--- src/rtl/wb_shared_bus_pkg.sv ---
// rtl/wb_shared_bus_pkg.sv - shared widths, FSM encoding and width helpers for the shared bus
package wb_shared_bus_pkg;

  localparam int ADR_WIDTH = 32;
  localparam int DAT_WIDTH = 32;
  localparam int SEL_WIDTH = DAT_WIDTH / 8;

  typedef enum logic [1:0] {
    ST_IDLE  = 2'd0,
    ST_OWNED = 2'd1,
    ST_ERRP  = 2'd2
  } bus_state_e;

  function automatic int clog2(input int value);
    int r;
    r = 0;
    for (int p = 1; p < value; p = p * 2) r++;
    return r;
  endfunction

  // Index of a one-entry vector still needs one bit to be a legal port.
  function automatic int idx_width(input int n);
    return (n > 1) ? clog2(n) : 1;
  endfunction

  function automatic int cnt_width(input int timeout);
    return (timeout > 0) ? clog2(timeout + 1) : 1;
  endfunction

endpackage

--- src/rtl/wb_shared_bus_if.sv ---
// rtl/wb_shared_bus_if.sv - Wishbone shared-bus signal bundle with master, slave and fabric views
interface wb_shared_bus_if import wb_shared_bus_pkg::*; #(
  parameter int MASTERS_NUM = 2,
  parameter int SLAVES_NUM  = 2
);

  logic [MASTERS_NUM-1:0]           m2i_cyc_i;
  logic [MASTERS_NUM-1:0]           m2i_stb_i;
  logic [MASTERS_NUM-1:0]           m2i_we_i;
  logic [MASTERS_NUM*ADR_WIDTH-1:0] m2i_adr_i;
  logic [MASTERS_NUM*DAT_WIDTH-1:0] m2i_dat_i;
  logic [MASTERS_NUM*SEL_WIDTH-1:0] m2i_sel_i;
  logic [MASTERS_NUM-1:0]           i2m_ack_o;
  logic [MASTERS_NUM-1:0]           i2m_err_o;
  logic [DAT_WIDTH-1:0]             i2m_dat_o;

  logic [SLAVES_NUM-1:0]            s2i_ack_i;
  logic [SLAVES_NUM-1:0]            s2i_err_i;
  logic [SLAVES_NUM*DAT_WIDTH-1:0]  s2i_dat_i;
  logic [SLAVES_NUM-1:0]            i2s_stb_o;
  logic                             i2s_cyc_o;
  logic                             i2s_we_o;
  logic [ADR_WIDTH-1:0]             i2s_adr_o;
  logic [DAT_WIDTH-1:0]             i2s_dat_o;
  logic [SEL_WIDTH-1:0]             i2s_sel_o;

  modport fabric (
    input  m2i_cyc_i, m2i_stb_i, m2i_we_i, m2i_adr_i, m2i_dat_i, m2i_sel_i,
    output i2m_ack_o, i2m_err_o, i2m_dat_o,
    input  s2i_ack_i, s2i_err_i, s2i_dat_i,
    output i2s_stb_o, i2s_cyc_o, i2s_we_o, i2s_adr_o, i2s_dat_o, i2s_sel_o
  );

  modport master (
    output m2i_cyc_i, m2i_stb_i, m2i_we_i, m2i_adr_i, m2i_dat_i, m2i_sel_i,
    input  i2m_ack_o, i2m_err_o, i2m_dat_o
  );

  modport slave (
    output s2i_ack_i, s2i_err_i, s2i_dat_i,
    input  i2s_stb_o, i2s_cyc_o, i2s_we_o, i2s_adr_o, i2s_dat_o, i2s_sel_o
  );

endinterface

--- src/rtl/wb_rr_arbiter.sv ---
// rtl/wb_rr_arbiter.sv - registered round-robin grant: lowest requester at or after the pointer
module wb_rr_arbiter import wb_shared_bus_pkg::*; #(
  parameter  int N  = 2,
  localparam int IW = idx_width(N)
) (
  input  logic          clk_i,
  input  logic          rst_i,
  input  logic [N-1:0]  req_i,
  input  logic          arb_en_i,
  input  logic          release_i,
  output logic [N-1:0]  gnt_o,
  output logic [IW-1:0] gnt_idx_o
);

  logic [N-1:0]  gnt_q, gnt_d;
  logic [IW-1:0] idx_q, idx_d;
  logic [IW-1:0] ptr_q, ptr_d;
  logic [IW-1:0] sel;
  logic          found;

  always_comb begin
    found = 1'b0;
    sel   = '0;
    // First pass covers ptr..N-1, second pass wraps around to 0..ptr-1.
    for (int j = 0; j < N; j++) begin
      if (!found && req_i[j] && (IW'(j) >= ptr_q)) begin
        found = 1'b1;
        sel   = IW'(j);
      end
    end
    for (int j = 0; j < N; j++) begin
      if (!found && req_i[j]) begin
        found = 1'b1;
        sel   = IW'(j);
      end
    end

    gnt_d = gnt_q;
    idx_d = idx_q;
    ptr_d = ptr_q;
    if (arb_en_i && found) begin
      for (int j = 0; j < N; j++) gnt_d[j] = (sel == IW'(j));
      idx_d = sel;
      ptr_d = (sel == IW'(N - 1)) ? '0 : sel + IW'(1);
    end else if (release_i) begin
      gnt_d = '0;
    end
  end

  always_ff @(posedge clk_i) begin
    if (rst_i) begin
      gnt_q <= '0;
      idx_q <= '0;
      ptr_q <= '0;
    end else begin
      gnt_q <= gnt_d;
      idx_q <= idx_d;
      ptr_q <= ptr_d;
    end
  end

  assign gnt_o     = gnt_q;
  assign gnt_idx_o = idx_q;

endmodule

--- src/rtl/wb_shared_bus.sv ---
// rtl/wb_shared_bus.sv - N-master/M-slave Wishbone classic shared bus with decode errors and timeout
module wb_shared_bus import wb_shared_bus_pkg::*; #(
  parameter int                              MASTERS_NUM    = 2,
  parameter int                              SLAVES_NUM     = 2,
  parameter logic [SLAVES_NUM*ADR_WIDTH-1:0] SLAVE_BASE     = '0,
  parameter logic [SLAVES_NUM*ADR_WIDTH-1:0] SLAVE_MASK     = '0,
  parameter int                              TIMEOUT_CYCLES = 255
) (
  input logic             clk_i,
  input logic             rst_i,
  wb_shared_bus_if.fabric bus
);

  localparam int IDX_W = idx_width(MASTERS_NUM);
  localparam int CNT_W = cnt_width(TIMEOUT_CYCLES);
  // Compared before the increment so the error lands on stb cycle TIMEOUT_CYCLES.
  localparam logic [CNT_W-1:0] TMO_LAST = CNT_W'((TIMEOUT_CYCLES >= 2) ? TIMEOUT_CYCLES - 2 : 0);

  bus_state_e             state_q;
  logic                   err_q;
  logic [CNT_W-1:0]       cnt_q;

  logic [MASTERS_NUM-1:0] gnt;
  logic [IDX_W-1:0]       gnt_idx;
  logic                   owned, in_owned, active;

  logic                   m_cyc, m_stb, m_we;
  logic [ADR_WIDTH-1:0]   m_adr;
  logic [DAT_WIDTH-1:0]   m_dat;
  logic [SEL_WIDTH-1:0]   m_sel;

  logic [SLAVES_NUM-1:0]  win;
  logic                   hit_any;
  logic                   s_ack, s_err;
  logic [DAT_WIDTH-1:0]   s_dat;
  logic                   stalled, tmo_hit, unmapped;

  assign owned    = (state_q != ST_IDLE);
  assign in_owned = (state_q == ST_OWNED);

  wb_rr_arbiter #(.N(MASTERS_NUM)) u_arb (
    .clk_i     (clk_i),
    .rst_i     (rst_i),
    .req_i     (bus.m2i_cyc_i),
    .arb_en_i  (state_q == ST_IDLE),
    .release_i (in_owned && !m_cyc),
    .gnt_o     (gnt),
    .gnt_idx_o (gnt_idx)
  );

  always_comb begin
    m_cyc = 1'b0;
    m_stb = 1'b0;
    m_we  = 1'b0;
    m_adr = '0;
    m_dat = '0;
    m_sel = '0;
    for (int j = 0; j < MASTERS_NUM; j++) begin
      if (owned && (gnt_idx == IDX_W'(j))) begin
        m_cyc = bus.m2i_cyc_i[j];
        m_stb = bus.m2i_stb_i[j];
        m_we  = bus.m2i_we_i[j];
        m_adr = bus.m2i_adr_i[j*ADR_WIDTH +: ADR_WIDTH];
        m_dat = bus.m2i_dat_i[j*DAT_WIDTH +: DAT_WIDTH];
        m_sel = bus.m2i_sel_i[j*SEL_WIDTH +: SEL_WIDTH];
      end
    end
  end

  // Lowest-numbered matching slave wins when windows overlap.
  always_comb begin
    win     = '0;
    hit_any = 1'b0;
    for (int k = 0; k < SLAVES_NUM; k++) begin
      if (owned && !hit_any &&
          ((m_adr & SLAVE_MASK[k*ADR_WIDTH +: ADR_WIDTH]) == SLAVE_BASE[k*ADR_WIDTH +: ADR_WIDTH])) begin
        win[k]  = 1'b1;
        hit_any = 1'b1;
      end
    end
  end

  always_comb begin
    s_dat = '0;
    for (int k = 0; k < SLAVES_NUM; k++) begin
      if (win[k]) s_dat = bus.s2i_dat_i[k*DAT_WIDTH +: DAT_WIDTH];
    end
  end

  assign s_ack    = |(bus.s2i_ack_i & win);
  assign s_err    = |(bus.s2i_err_i & win);
  assign active   = in_owned && m_cyc && m_stb;
  assign unmapped = active && !hit_any;
  assign stalled  = active && hit_any && !s_ack && !s_err;
  assign tmo_hit  = (TIMEOUT_CYCLES != 0) && stalled && (cnt_q == TMO_LAST);

  always_ff @(posedge clk_i) begin
    if (rst_i) begin
      state_q <= ST_IDLE;
      err_q   <= 1'b0;
      cnt_q   <= '0;
    end else begin
      err_q <= 1'b0;
      case (state_q)
        ST_IDLE: begin
          cnt_q <= '0;
          if (|bus.m2i_cyc_i) state_q <= ST_OWNED;
        end
        ST_OWNED: begin
          if (!m_cyc) begin
            state_q <= ST_IDLE;
            cnt_q   <= '0;
          end else if (unmapped || tmo_hit) begin
            state_q <= ST_ERRP;
            err_q   <= 1'b1;
            cnt_q   <= '0;
          end else if (stalled && (TIMEOUT_CYCLES != 0)) begin
            cnt_q <= cnt_q + CNT_W'(1);
          end else begin
            cnt_q <= '0;
          end
        end
        ST_ERRP: begin
          state_q <= ST_OWNED;
          cnt_q   <= '0;
        end
        default: state_q <= ST_IDLE;
      endcase
    end
  end

  assign bus.i2s_cyc_o = m_cyc;
  assign bus.i2s_we_o  = m_we;
  assign bus.i2s_adr_o = m_adr;
  assign bus.i2s_dat_o = m_dat;
  assign bus.i2s_sel_o = m_sel;
  assign bus.i2s_stb_o = active ? win : '0;

  assign bus.i2m_ack_o = (active && s_ack) ? gnt : '0;
  assign bus.i2m_err_o = ((active && s_err) || err_q) ? gnt : '0;
  assign bus.i2m_dat_o = s_dat;

endmodule

--- src/flat_wrapper.sv ---
// flat-port wrapper written by rule: the top's interface ports become plain ports
module wb_shared_bus_flat import wb_shared_bus_pkg::*;
#(
  parameter int                              MASTERS_NUM    = 2,
  parameter int                              SLAVES_NUM     = 2,
  parameter logic [SLAVES_NUM*ADR_WIDTH-1:0] SLAVE_BASE     = '0,
  parameter logic [SLAVES_NUM*ADR_WIDTH-1:0] SLAVE_MASK     = '0,
  parameter int                              TIMEOUT_CYCLES = 255
)
  (clk_i, rst_i, bus_m2i_cyc_i, bus_m2i_stb_i, bus_m2i_we_i, bus_m2i_adr_i, bus_m2i_dat_i, bus_m2i_sel_i, bus_i2m_ack_o, bus_i2m_err_o, bus_i2m_dat_o, bus_s2i_ack_i, bus_s2i_err_i, bus_s2i_dat_i, bus_i2s_stb_o, bus_i2s_cyc_o, bus_i2s_we_o, bus_i2s_adr_o, bus_i2s_dat_o, bus_i2s_sel_o);
  wb_shared_bus_if #(.MASTERS_NUM(MASTERS_NUM), .SLAVES_NUM(SLAVES_NUM)) bus_i ();
  input logic clk_i;
  input logic rst_i;
  input wire logic [$bits(bus_i.m2i_cyc_i)-1:0] bus_m2i_cyc_i;
  input wire logic [$bits(bus_i.m2i_stb_i)-1:0] bus_m2i_stb_i;
  input wire logic [$bits(bus_i.m2i_we_i)-1:0] bus_m2i_we_i;
  input wire logic [$bits(bus_i.m2i_adr_i)-1:0] bus_m2i_adr_i;
  input wire logic [$bits(bus_i.m2i_dat_i)-1:0] bus_m2i_dat_i;
  input wire logic [$bits(bus_i.m2i_sel_i)-1:0] bus_m2i_sel_i;
  output wire logic [$bits(bus_i.i2m_ack_o)-1:0] bus_i2m_ack_o;
  output wire logic [$bits(bus_i.i2m_err_o)-1:0] bus_i2m_err_o;
  output wire logic [$bits(bus_i.i2m_dat_o)-1:0] bus_i2m_dat_o;
  input wire logic [$bits(bus_i.s2i_ack_i)-1:0] bus_s2i_ack_i;
  input wire logic [$bits(bus_i.s2i_err_i)-1:0] bus_s2i_err_i;
  input wire logic [$bits(bus_i.s2i_dat_i)-1:0] bus_s2i_dat_i;
  output wire logic [$bits(bus_i.i2s_stb_o)-1:0] bus_i2s_stb_o;
  output wire logic [$bits(bus_i.i2s_cyc_o)-1:0] bus_i2s_cyc_o;
  output wire logic [$bits(bus_i.i2s_we_o)-1:0] bus_i2s_we_o;
  output wire logic [$bits(bus_i.i2s_adr_o)-1:0] bus_i2s_adr_o;
  output wire logic [$bits(bus_i.i2s_dat_o)-1:0] bus_i2s_dat_o;
  output wire logic [$bits(bus_i.i2s_sel_o)-1:0] bus_i2s_sel_o;
  assign bus_i.m2i_cyc_i = bus_m2i_cyc_i;
  assign bus_i.m2i_stb_i = bus_m2i_stb_i;
  assign bus_i.m2i_we_i = bus_m2i_we_i;
  assign bus_i.m2i_adr_i = bus_m2i_adr_i;
  assign bus_i.m2i_dat_i = bus_m2i_dat_i;
  assign bus_i.m2i_sel_i = bus_m2i_sel_i;
  assign bus_i2m_ack_o = bus_i.i2m_ack_o;
  assign bus_i2m_err_o = bus_i.i2m_err_o;
  assign bus_i2m_dat_o = bus_i.i2m_dat_o;
  assign bus_i.s2i_ack_i = bus_s2i_ack_i;
  assign bus_i.s2i_err_i = bus_s2i_err_i;
  assign bus_i.s2i_dat_i = bus_s2i_dat_i;
  assign bus_i2s_stb_o = bus_i.i2s_stb_o;
  assign bus_i2s_cyc_o = bus_i.i2s_cyc_o;
  assign bus_i2s_we_o = bus_i.i2s_we_o;
  assign bus_i2s_adr_o = bus_i.i2s_adr_o;
  assign bus_i2s_dat_o = bus_i.i2s_dat_o;
  assign bus_i2s_sel_o = bus_i.i2s_sel_o;
  wb_shared_bus #(.MASTERS_NUM(MASTERS_NUM), .SLAVES_NUM(SLAVES_NUM), .SLAVE_BASE(SLAVE_BASE), .SLAVE_MASK(SLAVE_MASK), .TIMEOUT_CYCLES(TIMEOUT_CYCLES)) u_core (.clk_i(clk_i), .rst_i(rst_i), .bus(bus_i));
endmodule
--- config.mk ---
export PLATFORM = sky130hd
export DESIGN_NAME = wb_shared_bus_flat
export DESIGN_NICKNAME = d
export VERILOG_FILES = /design/src/rtl/wb_shared_bus_pkg.sv /design/src/rtl/wb_shared_bus_if.sv /design/src/rtl/wb_rr_arbiter.sv /design/src/rtl/wb_shared_bus.sv /design/src/flat_wrapper.sv
export SDC_FILE = /design/constraint.sdc
export NUM_CORES = 1
export LEC_CHECK = 0
export ABC_AREA = 1
export CAP_MARGIN = 25
export CORE_AREA = 2 2 124 126
export CTS_BUF_LIST = sky130_fd_sc_hd__clkbuf_8 sky130_fd_sc_hd__clkbuf_16
export CTS_CLUSTER_DIAMETER = 40
export CTS_CLUSTER_SIZE = 25
export DETAILED_ROUTE_END_ITERATION = 6
export DIE_AREA = 0 0 126 128
export PLACE_DENSITY = 0.54
export SLEW_MARGIN = 20
export SYNTH_ARGS = -nofsm -noshare
export SYNTH_HDL_FRONTEND = slang
export SYNTH_SLANG_ARGS = --single-unit
--- constraint.sdc ---
create_clock -name clk_i -period 2.1 [get_ports clk_i]
set_input_delay 0.315 -clock clk_i [delete_from_list [all_inputs] [get_ports clk_i]]
set_output_delay 0.315 -clock clk_i [all_outputs]
set_load 0.02 [all_outputs]
=== Yosys cells after proc, flatten, opt, wreduce, memory -nomap -nowiden ===
Cells that the tools add are included.
W data, S select, Z words.

* Add/subtract/negate cells: 2
* $mul: 0
* Div/mod/pow operators: 0
* $lt $le $gt $ge: 2
* Equality and inequality tests: 5
* Shifts and indexed selects: 0
* Multiplexer cells: 39
* Bitwise gates (word level): 6
* Reduce and logical (&&, ||, !) cells: 39

{| class="wikitable"
|+ Operator list
! cell !! number
|-
| $mux W32 || 6
|-
| $mux W8 || 3
|-
| $logic_and A1 B1 Y1 || 19
|-
| $mux W1 || 18
|-
| $mux W2 || 8
|-
| $pmux W8 S2 || 1
|-
| $add A8 B1 Y8 const B || 1
|-
| $eq A8 B8 Y1 const B || 1
|-
| $logic_not A1 Y1 || 8
|-
| $mux W4 || 2
|-
| $reduce_or A2 Y1 || 4
|-
| $pmux W2 S3 || 1
|-
| $reduce_bool A2 Y1 || 3
|-
| $and A2 B2 Y2 || 2
|-
| $not A1 Y1 || 4
|-
| $ne A3 B3 Y1 const B || 1
|-
| $reduce_or A3 Y1 || 1
|-
| $eq A2 B1 Y1 const B || 1
|-
| $eq A2 B2 Y1 const B || 1
|-
| $ge A1 B1 Y1 const A || 2
|-
| $logic_not A2 Y1 || 1
|-
| $logic_or A1 B1 Y1 || 2
|-
| $ne A2 B1 Y1 const B || 1
|-
| $reduce_and A2 Y1 || 1
|-
| $add A1 B1 Y1 const B || 1
|}

* Register bits after elaboration: 15
* Bits in latches: 0
* RAM bits: 0
* Memory bits (read-only): 0
* Output and inout bits: 108
* Word-level logic and storage cells: 99
* Memories kept: 0

=== Depth between registers and ports, before layout ===
Gate-level depths: netlist of run 1.

* Depth in word-level cells: 15
* Depth in mapped cells: 10
* Gate-level depth less buffers: 8

=== By module ===
Synthesis of run 1 repeated with hierarchy kept, for this count alone.

* Cells, all modules: 445
* Area, all modules: 2,252.2 sq um

{| class="wikitable"
|+ Modules (own cells, without submodules)
! module !! instances !! cells each !! area an instance (sq um) !! seq. area each (sq um)
|-
| wb_shared_bus || 1 || 423 || 2,090.8 || 220.2
|-
| wb_rr_arbiter || 1 || 22 || 161.4 || 80.1
|}

=== Worst setup path before layout of run 1 ===
OpenSTA, ideal clock, no wires.

* Path kind: reg-to-output
* Start: register u_core.u_arb.idx_q, in the netlist u_core.u_arb.gnt_idx_o
* End: output port bus_i2m_ack_o[0]
* Data arrival time: 1.426 ns
* Setup slack: 0.359 ns
* Cell stages (with the launch flop): 9
* Buffers on the path: 2
* Cells stage by stage: dfxtp_1 buf_2 inv_2 a21oi_2 nand3_2 nor2_4 buf_6 nand3_1 nor2_1

* Cells in the longest elaborated chain, start to end: 8

{| class="wikitable"
|+ RTL lines
! item !! line !! RTL
|-
| start, declared || wb_rr_arbiter.sv:16 || <nowiki>logic [IW-1:0] idx_q, idx_d;</nowiki>
|-
| start signal, assigned || wb_rr_arbiter.sv:57 || <nowiki>idx_q <= idx_d;</nowiki>
|-
| $not A1 Y1 || wb_shared_bus.sv:59 || <nowiki>if (owned && (gnt_idx == IDX_W'(j))) begin</nowiki>
|-
| $logic_and A1 B1 Y1 || wb_shared_bus.sv:59 ||
|-
| $mux W1 (2 in a row) || wb_shared_bus.sv:59 ||
|-
| $logic_and A1 B1 Y1 || wb_shared_bus.sv:92 || <nowiki>assign active = in_owned && m_cyc && m_stb;</nowiki>
|-
| $logic_and A1 B1 Y1 * || wb_shared_bus.sv:92 ||
|-
| $logic_and A1 B1 Y1 * || wb_shared_bus.sv:139 || <nowiki>assign bus.i2m_ack_o = (active && s_ack) ? gnt : '0;</nowiki>
|-
| $mux W2 * || wb_shared_bus.sv:139 ||
|-
| end, declared || flat_wrapper.sv:20 || <nowiki>output wire logic [$bits(bus_i.i2m_ack_o)-1:0] bus_i2m_ack_o;</nowiki>
|}

Mark *: on every way between the ends. The rest lies on a longest branch, timed or not.

=== Worst setup path after layout of run 1 ===
* Start: register u_core.state_q[1]
* End: output port bus_i2m_dat_o[10]

* Cells in the longest elaborated chain, start to end: 6

{| class="wikitable"
|+ RTL lines
! item !! line !! RTL
|-
| start, declared || wb_shared_bus.sv:19 || <nowiki>bus_state_e state_q;</nowiki>
|-
| start signal, assigned || wb_shared_bus.sv:99 || <nowiki>state_q <= ST_IDLE;</nowiki>
|-
| start signal, assigned || wb_shared_bus.sv:107 || <nowiki>if (|bus.m2i_cyc_i) state_q <= ST_OWNED;</nowiki>
|-
| start signal, assigned || wb_shared_bus.sv:111 || <nowiki>state_q <= ST_IDLE;</nowiki>
|-
| $reduce_bool A2 Y1 * || wb_shared_bus.sv:38 || <nowiki>assign owned = (state_q != ST_IDLE);</nowiki>
|-
| $mux W1 || wb_shared_bus.sv:75 || <nowiki>if (owned && !hit_any &&</nowiki>
|-
| $logic_not A1 Y1 || wb_shared_bus.sv:75 ||
|-
| $logic_and A1 B1 Y1 || wb_shared_bus.sv:75 ||
|-
| $mux W1 || wb_shared_bus.sv:75 ||
|-
| $mux W32 * || wb_shared_bus.sv:86 || <nowiki>if (win[k]) s_dat = bus.s2i_dat_i[k*DAT_WIDTH +: DAT_WIDTH];</nowiki>
|-
| end, declared || flat_wrapper.sv:22 || <nowiki>output wire logic [$bits(bus_i.i2m_dat_o)-1:0] bus_i2m_dat_o;</nowiki>
|}

Marked as above.

==> flow_summary.html, run 1 <==
<table>
<tr><th>Metric</th><th>Value</th></tr>
<tr><th colspan="2">Placed design</th></tr>
<tr><td>Final weighted congestion in routability-driven placement</td><td>around 0.81</td></tr>
<tr><td>I/O Buffers</td><td>approximately 280</td></tr>
<tr><td>Half-perimeter wire length after detailed placement</td><td>10.2 mm</td></tr>
<tr><td>Worst slack, placed</td><td>-0.310 ns</td></tr>
<tr><td>Area of placed instances</td><td>5380 µm²</td></tr>
<tr><th colspan="2">GRT</th></tr>
<tr><td>Initial antenna violation count</td><td>0</td></tr>
<tr><td>Wire length of the first global-routing pass</td><td>18.9 mm</td></tr>
<tr><td>Gr usage total</td><td>between 10% and 20%</td></tr>
<tr><td>Global route overflow</td><td>0</td></tr>
<tr><td>Largest net degree at the start of global routing</td><td>52</td></tr>
<tr><td>Via count of the first global-routing pass</td><td>approximately 3.5k</td></tr>
<tr><th colspan="2">STA</th></tr>
<tr><td>Final count of hold timing violations</td><td>0</td></tr>
<tr><td>Minimum hold slack</td><td>between 0.4 and 0.5 ns</td></tr>
<tr><td>Count of pins over their slew limit</td><td>0</td></tr>
<tr><td>Unrepaired setup endpoints after global routing</td><td>false</td></tr>
<tr><td>Final TNS setup</td><td>0 ns</td></tr>
<tr><td>PnR worst setup slack</td><td>about 0.059 ns</td></tr>
<tr><td>Transition time at the pin with the least slew margin</td><td>just under 0.6 ns</td></tr>
<tr><td>Setup clock skew after layout</td><td>0.00146 ns</td></tr>
<tr><td>Maximum achievable frequency</td><td>slightly below 500 MHz</td></tr>
<tr><td>Relative slew slack</td><td>61.4%</td></tr>
<tr><td>Shortest clock period the worst path allows after layout</td><td>a little over 2 ns</td></tr>
<tr><td>Number of setup violations in the final report</td><td>0</td></tr>
<tr><td>Portion of the clock cycle consumed by the worst path in the final layout</td><td>97.2%</td></tr>
<tr><th colspan="2">Worst setup path</th></tr>
<tr><td>Critical-path maximum fanout</td><td>33</td></tr>
<tr><td>Arr. time, crit path</td><td>approximately 1.7 ns</td></tr>
<tr><td>Required time of the worst setup path</td><td>1.78 ns</td></tr>
<tr><td>Worst r2r dst</td><td>u_core.cnt_q[3]</td></tr>
<tr><td>Critical Path End</td><td>bus_i2m_dat_o[10]</td></tr>
<tr><td>Depth of the most critical reg-to-reg path</td><td>6</td></tr>
<tr><td>Setup CP Type</td><td>register to output port</td></tr>
<tr><td>Startpoint type of the worst setup path</td><td>register</td></tr>
<tr><td>Sort of element at the end of the critical path</td><td>output port</td></tr>
<tr><td>Reg2Reg Launch Point</td><td>u_core.cnt_q[0]</td></tr>
<tr><td>Setup slack, reg-to-reg</td><td>0.56 ns</td></tr>
<tr><td>Startpoint of the worst setup timing path</td><td>u_core.state_q[1]</td></tr>
<tr><th colspan="2">Logic synthesis</th></tr>
<tr><td>Largest area contributor in the synthesized netlist</td><td>nand3_1</td></tr>
<tr><td>FF+latch count, synth</td><td>15</td></tr>
<tr><td>Post-Synthesis Net Count</td><td>647</td></tr>
<tr><td>Fraction of synthesized cell area taken by the top area cell type</td><td>33.6%</td></tr>
<tr><td>Top cells by area in the synthesized netlist</td><td>nand3_1 (34%), nand2_1 (16%), dfxtp_1 (14%)</td></tr>
<tr><td>Mapped Avg Cell Area</td><td>5.09 µm²</td></tr>
<tr><td>Post-synthesis cell area</td><td>2200 µm²</td></tr>
<tr><td>Fraction of registers with async set/reset</td><td>0%</td></tr>
<tr><td>Count of unique library cells instantiated by Yosys</td><td>27</td></tr>
<tr><td>Gate count of the mapped netlist</td><td>between 400 and 500</td></tr>
<tr><td>Number of flops mapped to enable cells by yosys</td><td>0</td></tr>
<tr><td>Yosys synthesis warning count</td><td>0</td></tr>
<tr><td>Sequential cell area fraction in the yosys report</td><td>between 10% and 20%</td></tr>
<tr><td>Commonest register cell after synthesis</td><td>dfxtp_1</td></tr>
<tr><th colspan="2">Finish</th></tr>
<tr><td>Post-route cell area</td><td>roughly 5500 µm²</td></tr>
<tr><td>Number of nets in the layout</td><td>924</td></tr>
<tr><td>Area growth from synthesis to layout</td><td>148%</td></tr>
<tr><td>Antenna cell count</td><td>0</td></tr>
<tr><td>Filler cells</td><td>~1.6k</td></tr>
<tr><td>Share of layout cells above drive strength 1</td><td>6.63%</td></tr>
<tr><td>FF/Latch Area</td><td>~300 µm²</td></tr>
<tr><td>Area of the multi-input gates</td><td>around 1600 µm²</td></tr>
<tr><th colspan="2">Detailed routing</th></tr>
<tr><td>DRC violation count after routing</td><td>0</td></tr>
<tr><td>Highest metal used</td><td>met4</td></tr>
<tr><td>Detail-routed via count per cell</td><td>~4.3</td></tr>
<tr><td>Detailed-route via count</td><td>3862</td></tr>
<tr><td>Detailed-route wire length per cell</td><td>14.4 µm</td></tr>
<tr><td>Number of routed nets with antenna violations</td><td>0</td></tr>
<tr><td>Met3 WL</td><td>784 µm</td></tr>
<tr><td>Total routed wire length on the met1 layer</td><td>5.40 mm</td></tr>
<tr><td>First-pass detailed-route iteration total</td><td>4</td></tr>
<tr><td>Detailed Route WL</td><td>12.9 mm</td></tr>
<tr><td>DR iter-0 viols</td><td>between 100 and 150</td></tr>
<tr><td>Met2 WL post-DR</td><td>6.61 mm</td></tr>
<tr><th colspan="2">Floorplanning</th></tr>
<tr><td>Overall die width</td><td>126 µm</td></tr>
<tr><td>Starting density of the core</td><td>14.8%</td></tr>
<tr><td>Die Span Y</td><td>roughly 130 µm</td></tr>
<tr><td>Die ar.</td><td>16100 µm²</td></tr>
<tr><td>Num ports</td><td>320</td></tr>
<tr><td>Number of rows created at floorplan</td><td>45</td></tr>
<tr><td>Core outline area</td><td>14900 µm²</td></tr>
<tr><th colspan="2">Power and ir drop</th></tr>
<tr><td>Total power</td><td>1.85 mW</td></tr>
<tr><td>Peak supply drop</td><td>between 0.15 and 0.2 mV</td></tr>
<tr><td>Total power density per cell area</td><td>338 nW/µm²</td></tr>
<tr><td>Static leakage power</td><td>2.87 nW</td></tr>
<tr><th colspan="2">Clock network</th></tr>
<tr><td>Post-CTS clock slew at the launch and capture registers of the worst setup and hold paths</td><td>0.05 ns</td></tr>
<tr><td>Clock latency on the worst-skew pair</td><td>0.25 ns</td></tr>
<tr><td>CTS H-tree depth</td><td>1</td></tr>
<tr><td>Clock tree root driver cell</td><td>clkbuf_16</td></tr>
<tr><td>Total clock buffers created by CTS</td><td>3</td></tr>
<tr><td>TritonCTS clock tree</td><td>built</td></tr>
<tr><td>Hold-fix buffers at CTS</td><td>0</td></tr>
<tr><td>Number of buffers on the longest clock path</td><td>2</td></tr>
<tr><td>Number of clock sinks</td><td>15</td></tr>
<tr><th colspan="2">Run</th></tr>
<tr><td>Max-cap check violation count</td><td>0</td></tr>
<tr><th colspan="2">Status</th></tr>
<tr><td>Result of the run</td><td>finished clean</td></tr>
<tr><th colspan="2">Hold path</th></tr>
<tr><td>Min-delay worst type</td><td>register to register</td></tr>
</table>
## registers in the layout (all words and copies together), names as in the netlist
| name | count |
|---|---|
| u_core.u_arb.gnt_o | 2 |
| u_core.u_arb.ptr_q | 1 |
| u_core.cnt_q | 8 |
| u_core.u_arb.gnt_idx_o | 1 |
| u_core.state_q | 2 |
| u_core.err_q | 1 |
## final cells by class
| type | count | share of cell area, % |
|---|---|---|
| multi-input cells | 331 | 28.4 |
| inverters | 50 | 3.47 |
| flip-flops and latches | 15 | 5.51 |
| clock buffers | 3 | 1.37 |
| clock inverters | 1 | 0.0686 |
| repair buffers | 309 | 56.9 |
| well taps | 188 | 4.30 |
## metal layers
metal | vias up | GRT usage, %
met2 | 162 | 26.4
li1 | 1964 | -
met5 | - | 0
met1 | 1726 | 18.4
met3 | 10 | 1.79
met4 | 0 | 2.39
## logic make-up after synthesis
| logic type | Yosys count | synth area share, % |
|---|---|---|
| and+or+nand+nor | 306 | 62.7 |
| buffers and inverters | 87 | 16.4 |
| AOI/OAI and AO/OA | 19 | 4.77 |
| DFF | 15 | 13.6 |
| xor gates and xnor gates | 3 | 1.19 |
| adders and majority gates | 2 | 1.14 |
| other | 1 | 0.170 |
## synth_stat cells, types with 2 or more instances
cell type,instances
inv_2,4
buf_1,5
inv_1,46
clkbuf_1,17
buf_2,12
nand3_2,2
nand2_1,95
nor2_1,48
buf_6,2
nand4_1,8
a31oi_1,2
nand3_1,148
nor3_1,2
xnor2_1,2
dfxtp_1,15
ha_1,2
a21oi_1,13
## critical path, stage by stage, from the launching register on
cell,delay (ns)
dfxtp_1,0.31
buf_4,0.14
nor2_2,0.20
buf_12,0.21
nor2_1,0.06
clkdlybuf4s50_1,0.54
## power by group
group | switching (mW) | internal [mW] | leakage [nW]
clock network | 0.118 | 0.252 | 0.0423
registers | 0.00662 | 0.294 | 0.122
logic | 0.565 | 0.613 | 2.71
total | 0.690 | 1.16 | 2.87
## metrics by stage
step,util [%],instances
floorplan,-,433
global placement,36.2,891
detailed placement,36.2,891
CTS,36.7,897
global route,36.8,897
finish,36.8,897
## how the worst min path moves through the flow
| stage | slack (ns) | from | cells past startpoint | end |
|---|---|---|---|---|
| floorplan | 0.38 | rst_i | 1 | u_core.cnt_q[1] |
| global placement | 0.45 | u_core.u_arb.ptr_q | 2 | u_core.u_arb.ptr_q |
| detailed placement | 0.45 | u_core.u_arb.ptr_q | 2 | u_core.u_arb.ptr_q |
| CTS | 0.46 | u_core.u_arb.ptr_q | 2 | u_core.u_arb.ptr_q |
| global route | 0.49 | u_core.u_arb.ptr_q | 2 | u_core.u_arb.ptr_q |
| finish | 0.46 | u_core.u_arb.ptr_q | 2 | u_core.u_arb.ptr_q |
## repair_timing
| item | CTS | global route |
|---|---|---|
| gates resized for setup | 84 | 27 |
| gates cloned | 2 | 0 |
| setup endpoints to repair | 107 | 46 |
| buffers inserted | 0 | 0 |
## cells in the final DEF (no fill, tap or decap), types with 3 or more instances in the layout
cell             netlist  final
nand4_1                8      8
nand2_1               95     93
buf_4                  1     14
inv_2                  4      3
nor2_1                48     47
clkdlybuf4s15_1        0      7
clkdlybuf4s50_1        0    199
nand3_1              148    148
buf_12                 0      8
inv_1                 46     47
a21oi_1               13     13
dlygate4sd2_1          0     61
clkbuf_16              0      3
dlymetal6s2s_1         0     12
dfxtp_1               15     14
buf_2                 12      3
Note: power is estimated with default switching activity, not from simulation.
==> inputs of run 2 (changes only) <==
--- a/config.mk
+++ b/config.mk
@@ -9,7 +9,6 @@
 export CAP_MARGIN = 25
 export CORE_AREA = 2 2 124 126
 export CTS_BUF_LIST = sky130_fd_sc_hd__clkbuf_8 sky130_fd_sc_hd__clkbuf_16
-export CTS_CLUSTER_DIAMETER = 40
 export CTS_CLUSTER_SIZE = 25
 export DETAILED_ROUTE_END_ITERATION = 6
 export DIE_AREA = 0 0 126 128
==> results of run 2 <==
No change in the layout: final DEF, timing and power equal those of run 1.
==> inputs of run 3 (changes only) <==
--- a/config.mk
+++ b/config.mk
@@ -6,7 +6,6 @@
 export NUM_CORES = 1
 export LEC_CHECK = 0
 export ABC_AREA = 1
-export CAP_MARGIN = 25
 export CORE_AREA = 2 2 124 126
 export CTS_BUF_LIST = sky130_fd_sc_hd__clkbuf_8 sky130_fd_sc_hd__clkbuf_16
 export CTS_CLUSTER_SIZE = 25
==> results of run 3 <==
No change in the layout: final DEF, timing and power equal those of run 1.
==> RTL change, RTL diff (settings of run 1) <==
`TIMEOUT_CYCLES` is set to 255 in 2 places; all go to 510.
--- a/src/rtl/wb_shared_bus.sv
+++ b/src/rtl/wb_shared_bus.sv
@@ -4,7 +4,7 @@
   parameter int                              SLAVES_NUM     = 2,
   parameter logic [SLAVES_NUM*ADR_WIDTH-1:0] SLAVE_BASE     = '0,
   parameter logic [SLAVES_NUM*ADR_WIDTH-1:0] SLAVE_MASK     = '0,
-  parameter int                              TIMEOUT_CYCLES = 255
+  parameter int                              TIMEOUT_CYCLES = 510
 ) (
   input logic             clk_i,
   input logic             rst_i,
--- a/src/flat_wrapper.sv
+++ b/src/flat_wrapper.sv
@@ -5,7 +5,7 @@
   parameter int                              SLAVES_NUM     = 2,
   parameter logic [SLAVES_NUM*ADR_WIDTH-1:0] SLAVE_BASE     = '0,
   parameter logic [SLAVES_NUM*ADR_WIDTH-1:0] SLAVE_MASK     = '0,
-  parameter int                              TIMEOUT_CYCLES = 255
+  parameter int                              TIMEOUT_CYCLES = 510
 )
   (clk_i, rst_i, bus_m2i_cyc_i, bus_m2i_stb_i, bus_m2i_we_i, bus_m2i_adr_i, bus_m2i_dat_i, bus_m2i_sel_i, bus_i2m_ack_o, bus_i2m_err_o, bus_i2m_dat_o, bus_s2i_ack_i, bus_s2i_err_i, bus_s2i_dat_i, bus_i2s_stb_o, bus_i2s_cyc_o, bus_i2s_we_o, bus_i2s_adr_o, bus_i2s_dat_o, bus_i2s_sel_o);
   wb_shared_bus_if #(.MASTERS_NUM(MASTERS_NUM), .SLAVES_NUM(SLAVES_NUM)) bus_i ();
Check against the original RTL: no difference found for any inputs over 10 cycles, from zero or initial values and one cycle with rst_i high; that may be too few to reach the edited logic, so the function may still have changed.
==> RTL change against run 1 <==
- final area shrank 0.87%
- wire length shrank 7.9%
- sequential cell count grew 1
- register-to-register slack gained 70 ps
- worst hold slack gained 25 ps
- power grew 18%
- worst setup slack gained 22 ps
- synthesized area shrank 1.6%
- highest routed layer unchanged
==> RTL change: results (changes against run 1) <==
[drt]
met1_length_mm = 4.892  ; -9.4%
route.met3.wl_mm = 1.040  ; +33%
drtPass1Iterations = 5  ; +1
vias = 3658  ; -5.3%

[synthesis]
synthesis.nets = 659  ; +1.9%
synth.distinct_cells = 25  ; -7.4%
synth_top_area_share_pct = 29.26  ; -4.4 points
synth_compound_area_share_pct = 4.905  ; +0.13 points

[final_layout]
multi_input_comb_cells = 339  ; +2.4%
inv_count = 61  ; +22%
drive_above_1_share_pct = 6.438  ; -0.19 points
final-clk-cell-share_pct = 1.637  ; +0.20 points
largest_reg_flops = 9  ; +1
final.fill_count = 1614  ; -0.25%
nNonClkBuffers = 310  ; +0.32%
seq_area_um2 = 320.3  ; +6.2%
buffer_area_share_pct = 56.26  ; -0.61 points

[power]
pg_seq_w = 0.000323  ; +7.3%
p_sw_share_pct = 39.39  ; +2.1 points

[outcome]
status = completed

[global_route]
grt_max_degree = 65  ; +25%
grtUsageMet1_pct = 16.76  ; -1.6 points
gr-usage-met2_pct = 23.78  ; -2.6 points

[placement]
dpl_cell_area_um2 = 5405  ; +0.47%
place.gp.congestion = 0.7863  ; -3.3%

[worst_setup_path]
critPathMaxStageDelay_ps = 400  ; -140 ps
slowest_stage = dfxtp_1

[timing]
clock_skew_ps = 1.803  ; +0.3385 ps

==> RTL change: critical path: cells and delay by family, from the launching register on <==
kind	cells	cell delay (ps)
buffers and inverters	4	790
AND/OR/NAND/NOR	3	250
flip-flops	1	400
==> RTL change: stage by stage <==
step	std cells	util (%)	setup WS (ps)	hold slack (ps)
after floorplan	445	-	412.5	384.1
after global placement	914	36.36	-312.0	471.9
after detailed placement	914	36.36	-353.2	481.7
after CTS	918	36.40	7.003	489.2
after global routing	918	36.51	1.089	512.0
final	918	36.51	80.24	486.9
==> RTL change: path summary, 6_finish.rpt <==
check             slack, ps  cells past startpoint                    end                    from
hold reg to reg         490                      2  u_core.u_arb.gnt_o[0]   u_core.u_arb.gnt_o[0]
setup reg to reg        630                      7        u_core.cnt_q[1]  u_core.u_arb.gnt_idx_o
setup / recovery         80                      7       bus_i2s_sel_o[0]  u_core.u_arb.gnt_idx_o
hold / removal          490                      2  u_core.u_arb.gnt_o[0]   u_core.u_arb.gnt_o[0]
